--- config.mk ---
export PLATFORM = sky130hd
export DESIGN_NAME = dir_key_conditioner
export DESIGN_NICKNAME = d
export VERILOG_FILES = /design/src/rtl/snake_pkg.sv /design/src/rtl/key_debounce.sv /design/src/rtl/dir_key_conditioner.sv
export SDC_FILE = /design/constraint.sdc
export NUM_CORES = 1
export LEC_CHECK = 0
export CORE_MARGIN = 2
export CORE_UTILIZATION = 55
export DETAILED_ROUTE_END_ITERATION = 6
export PLACE_DENSITY = 0.75
export SYNTH_ARGS = -nofsm -noshare
export SYNTH_HDL_FRONTEND = slang
export SYNTH_SLANG_ARGS = --single-unit
export TNS_END_PERCENT = 50
--- constraint.sdc ---
create_clock -name clk -period 3.73 [get_ports clk]
set_input_delay 0.5595 -clock clk [delete_from_list [all_inputs] [get_ports clk]]
set_output_delay 0.5595 -clock clk [all_outputs]
set_load 0.01 [all_outputs]
--- src/rtl/snake_pkg.sv ---
// rtl/snake_pkg.sv - shared direction type, encodings and helpers for the snake core and its key conditioner
package snake_pkg;

    typedef logic [1:0] dir_t;

    localparam dir_t DIR_LEFT  = 2'b00;
    localparam dir_t DIR_DOWN  = 2'b01;
    localparam dir_t DIR_UP    = 2'b10;
    localparam dir_t DIR_RIGHT = 2'b11;

    // The encoding puts opposite directions at bitwise complements.
    function automatic dir_t dir_reverse(input dir_t d);
        return ~d;
    endfunction

    function automatic logic [3:0] dir_onehot(input dir_t d);
        return 4'b0001 << d;
    endfunction

endpackage

--- src/rtl/key_debounce.sv ---
// rtl/key_debounce.sv - two-flop synchroniser, stability counter and debounced level for one key
module key_debounce #(
    parameter int DEBOUNCE_CYCLES = 50000,
    parameter int CNT_W           = 16
) (
    input  logic clk,
    input  logic clear_n,
    input  logic key_raw,
    output logic key_level
);

    logic [1:0]       sync_q;
    logic             level_q, level_d;
    logic [CNT_W-1:0] cnt_q, cnt_d;

    always_comb begin
        cnt_d   = '0;
        level_d = level_q;
        if (sync_q[1] != level_q) begin
            if (cnt_q == CNT_W'(DEBOUNCE_CYCLES - 1)) begin
                level_d = ~level_q;
                cnt_d   = '0;
            end else begin
                cnt_d = cnt_q + 1'b1;
            end
        end
    end

    always_ff @(posedge clk or negedge clear_n) begin
        if (!clear_n) begin
            sync_q  <= 2'b00;
            level_q <= 1'b0;
            cnt_q   <= '0;
        end else begin
            sync_q  <= {sync_q[0], key_raw};
            level_q <= level_d;
            cnt_q   <= cnt_d;
        end
    end

    assign key_level = level_q;

endmodule

--- src/rtl/dir_key_conditioner.sv ---
// rtl/dir_key_conditioner.sv - debounced key presses to move-tick aligned direction; DIR_QUEUE_EN selects a 2-entry turn FIFO
module dir_key_conditioner
    import snake_pkg::*;
#(
    parameter int DEBOUNCE_CYCLES = 50000,
    parameter int CNT_W           = 16
) (
    input  logic       clk,
    input  logic       clear_n,
    input  logic [3:0] key_raw,
    input  logic       move_tick,
    output logic [1:0] dir_code,
    output logic [3:0] direction,
    output logic       turn_applied
);

    logic [3:0] key_level;
    logic [3:0] prev_q;
    logic [3:0] press;
    logic       press_any;
    dir_t       win;
    dir_t       dir_q, dir_d;
    logic       turn_q, turn_d;

    for (genvar k = 0; k < 4; k++) begin : g_key
        key_debounce #(
            .DEBOUNCE_CYCLES(DEBOUNCE_CYCLES),
            .CNT_W          (CNT_W)
        ) u_key (
            .clk      (clk),
            .clear_n  (clear_n),
            .key_raw  (key_raw[k]),
            .key_level(key_level[k])
        );
    end

    assign press     = key_level & ~prev_q;
    assign press_any = |press;

    always_comb begin
        win = DIR_UP;
        if (press[3])      win = DIR_RIGHT;
        else if (press[0]) win = DIR_LEFT;
        else if (press[1]) win = DIR_DOWN;
    end

`ifdef DIR_QUEUE_EN
    logic [1:0] fcnt_q, fcnt_d;
    dir_t       q0_q, q0_d, q1_q, q1_d;
    dir_t       tail_ref;
    logic       accept;

    always_comb begin
        dir_d  = dir_q;
        turn_d = 1'b0;
        fcnt_d = fcnt_q;
        q0_d   = q0_q;
        q1_d   = q1_q;
        // Presses are vetted against the direction they would follow, before any pop this cycle.
        if (fcnt_q == 2'd0)      tail_ref = dir_q;
        else if (fcnt_q == 2'd1) tail_ref = q0_q;
        else                     tail_ref = q1_q;
        accept = press_any && (win != tail_ref) && (win != dir_reverse(tail_ref));
        if (move_tick && fcnt_q != 2'd0) begin
            if (q0_q != dir_q) begin
                dir_d  = q0_q;
                turn_d = 1'b1;
            end
            q0_d   = q1_q;
            fcnt_d = fcnt_q - 2'd1;
        end
        if (accept) begin
            if (fcnt_d == 2'd0) begin
                q0_d   = win;
                fcnt_d = 2'd1;
            end else begin
                q1_d   = win;
                fcnt_d = 2'd2;
            end
        end
    end

    always_ff @(posedge clk or negedge clear_n) begin
        if (!clear_n) begin
            fcnt_q <= 2'd0;
            q0_q   <= DIR_RIGHT;
            q1_q   <= DIR_RIGHT;
        end else begin
            fcnt_q <= fcnt_d;
            q0_q   <= q0_d;
            q1_q   <= q1_d;
        end
    end
`else
    logic pend_valid_q, pend_valid_d;
    dir_t pend_code_q, pend_code_d;

    always_comb begin
        dir_d        = dir_q;
        turn_d       = 1'b0;
        pend_valid_d = pend_valid_q;
        pend_code_d  = pend_code_q;
        if (move_tick && pend_valid_q) begin
            if (pend_code_q != dir_q && pend_code_q != dir_reverse(dir_q)) begin
                dir_d  = pend_code_q;
                turn_d = 1'b1;
            end
            pend_valid_d = 1'b0;
        end
        // A press coinciding with the tick waits for the following tick.
        if (press_any) begin
            pend_valid_d = 1'b1;
            pend_code_d  = win;
        end
    end

    always_ff @(posedge clk or negedge clear_n) begin
        if (!clear_n) begin
            pend_valid_q <= 1'b0;
            pend_code_q  <= DIR_RIGHT;
        end else begin
            pend_valid_q <= pend_valid_d;
            pend_code_q  <= pend_code_d;
        end
    end
`endif

    always_ff @(posedge clk or negedge clear_n) begin
        if (!clear_n) begin
            prev_q <= 4'b0000;
            dir_q  <= DIR_RIGHT;
            turn_q <= 1'b0;
        end else begin
            prev_q <= key_level;
            dir_q  <= dir_d;
            turn_q <= turn_d;
        end
    end

    assign dir_code     = dir_q;
    assign direction    = dir_onehot(dir_q);
    assign turn_applied = turn_q;

endmodule
==> results.toml <==
[clock_network]
cts_buffers = 9
cts.sinks = 86
cts_hold_buf = 0
cts_root_buf = "clkbuf_8"
cts_buffer_depth = 2
clk_pin_slew_worst_paths_ps = 80
post_cts_resized = 0
insertion_delay_ps = 340
htreeDepth = 3
post_cts_buffers = 0
cts_tree = "done"

[worst_setup_path]
reg2reg_from = "g_key[2].u_key.cnt_q[12]"
crit_start = "dir_code[1]"
path_class = "flip-flop to output pin"
cp.required_ps = 3170
cp-end-kind = "output pin"
critPathMaxFanout = 7
arrival_ps = 1610
start_kind = "flip-flop"

[floorplanning]
die_x_um = 88.3
io_pins = 14
dieArea_sq_um = 7790
initial_core_util_pct = 57.2
rows = 30
die-height_um = 88.3
coreArea_sq_um = 6830

[sta]
slew_headroom_pct = 31.8
clock_skew_ps = 12.4
slew_viol_final = 0
fin_crit_sh_pct = 58.2
finalSetupTns_ps = 0
worst_slew_pin_slew_ps = 1020
max_freq_mhz = 461
period_minus_slack_ps = 2170
setup_slack_ps = 1560
rsz0062_at_grt = "no"
hold_viol_final = 0
setup_viol_count_final = 0

[grt]
grt_pass1_vias = 2534
grt_first_pass_wirelength_um = 11000
antenna_found_initial = 0
grt.overflow.total = 0
grtUsageTotal_pct = 17.8
grt_max_degree = 87

[routing]
first_pass_iters = 4
antenna_left = 0
avgViaCountPerCell = 5.38
drc_errors = 0
via_count = 2638
drt_iter0_drc = 148
wl_um = 6240
wire_per_inst_um = 12.7

[synth]
yosys.area_share.xor_xnor_pct = 13.7
ys_types = 33
yosys.area_share.adder_pct = 1.28
synth-compound-area-share_pct = 1.83
synth_top_family_by_area = "simple AND/OR/NAND/NOR gates"
postSynthNetCount = 380
syn_inst = 369
ys_seq_area_share_pct = 55.2
syn_area_sq_um = 3910
synthSimpleGateAreaFrac_pct = 24.4
ys_ff_latch = 86
synthMuxAreaShare_pct = 1.73
synth_area_per_cell_sq_um = 10.6
synth_warnings = 0

[pwr]
vdd_drop_max_uv = 274
power_mw = 1.56
p_leak_nw = 1.73
power_density_nw_per_um2 = 364

[place]
place_ws_ps = 1740
hpwl_um = 4120
numPortBuffers = 13
place.gp.congestion = 0.880
placedInstanceArea_sq_um = 4130

[finish]
drive_gt1_share_pct = 6.85
fin_area_sq_um = 4290
final_util_pct = 62.8
nets = 400
syn2layout_area_growth_pct = 9.80
diodes = 0

[min_path]
worstHoldStart = "g_key[3].u_key.sync_q[0]"
hold_path_class = "flip-flop to flip-flop"

[outcome]
status = "finished clean"

[job]
cap_violations = 0
cells in the final DEF, fill, tap and decap left out, drive strengths merged:
cell type | synthesis | final
o41ai | 1 | 1
nor2b | 4 | 4
a21oi | 3 | 3
nand3 | 24 | 24
ha | 4 | 4
nor4b | 4 | 4
nand2b | 3 | 3
dfrtp | 82 | 82
nand4b | 1 | 1
clkbuf | 2 | 12
nand2 | 16 | 16
nor4 | 15 | 15
clkinv | 0 | 4
nor4bb | 6 | 6
inv | 13 | 13
o31ai | 2 | 2
or3 | 3 | 3
and2 | 1 | 1
o21ai | 1 | 1
clkdlybuf4s50 | 0 | 12
xnor2 | 49 | 49
or4 | 2 | 2
mux2 | 6 | 6
nor2 | 71 | 71
nor3 | 15 | 15
nand4 | 14 | 14
buf | 2 | 1
o2111ai | 1 | 1
xor2 | 12 | 12
nand3b | 1 | 1
dfstp | 4 | 4
and3 | 7 | 7
Yosys cell counts:
cell type,count,area [sq um]
o31ai_1,2,15.0
or3_1,3,18.8
a21oi_1,3,15.0
nand4b_1,1,8.76
nand2b_1,3,18.8
o21ai_0,1,5.00
o41ai_4,1,27.5
nor4b_2,1,15.0
or4_1,2,15.0
nor3_1,15,75.1
inv_1,13,48.8
ha_1,4,50.1
nor2_1,71,267
nand3b_1,1,7.51
nor4_1,15,93.8
o2111ai_1,1,8.76
buf_2,1,5.00
dfstp_2,4,105
nand3_1,23,115
nand4_1,14,87.6
nor2b_1,4,25.0
clkbuf_1,2,7.51
xnor2_1,49,429
mux2_2,6,67.6
nor4b_1,3,26.3
and3_1,7,43.8
dfrtp_1,82,2050
buf_6,1,11.3
and2_1,1,6.26
nand3_2,1,10.0
nor4bb_1,6,60.1
nand2_1,16,60.1
xor2_1,12,105
where the power goes:
part	total [mW]	switching (mW)	internal [mW]	leakage [nW]
Sequential	0.959	0.0128	0.947	1.16
Clock	0.550	0.309	0.241	0.0841
Combinational	0.0532	0.0360	0.0172	0.492
state kept, by name, indices dropped and copies added, names as in the netlist:
signal / flops
turn_applied: 1
dir_code: 2
pend_code_q: 2
pend_valid_q: 1
g_key.u_key.key_level: 4
g_key.u_key.cnt_q: 64
prev_q: 4
g_key.u_key.sync_q: 8
per-layer routing:
metal | GRT usage [%] | part of all wire [%] | vias up
li1 | - | - | 1312
met1 | 23.1 | 48 | 1287
met2 | 29.7 | 48 | 30
met3 | 4.38 | 2.6 | 9
met4 | 5.79 | 1.2 | 0
met5 | 0 | 0 | -
cell type report:
type	instances	area (sq um)
fill	563	2540
sequential	86	2160
multi-input combinational	266	1680
clock buffer	12	135
timing repair buffer	13	128
tap	96	120
inverter	13	48.8
clock inverter	4	23.8
cell families after synthesis:
logic type      after synthesis
flops                        86
mux                           6
fa+ha+maj                     4
buf+inv                      17
compound gates                8
simple gates                187
xor+xnor                     61
critical path, cell delays in order, from the launching register on:
cell and delay [ps]:
dfstp_2 590, nor2b_1 150, clkdlybuf4s50_1 540
path summary, 6_finish.rpt:
check                                           end  slack [ps]  cells past startpoint
max                                    direction[2]        1560                      2
min                        g_key[3].u_key.sync_q[1]         340                      0
max reg2reg                g_key[2].u_key.cnt_q[10]        1750                      4
min reg2reg                g_key[3].u_key.sync_q[1]         340                      0
max in group asynchronous  g_key[3].u_key.key_level        2680                      1
min in group asynchronous   g_key[2].u_key.cnt_q[5]         380                      1
stage by stage:
stage,instances,hold WS [ps]
6_report,490,344
4_1_cts,490,344
3_3_place_gp,474,333
5_1_grt,490,339
2_1_floorplan,369,264
3_5_place_dp,474,336
Power figures use the tool's default switching activity.
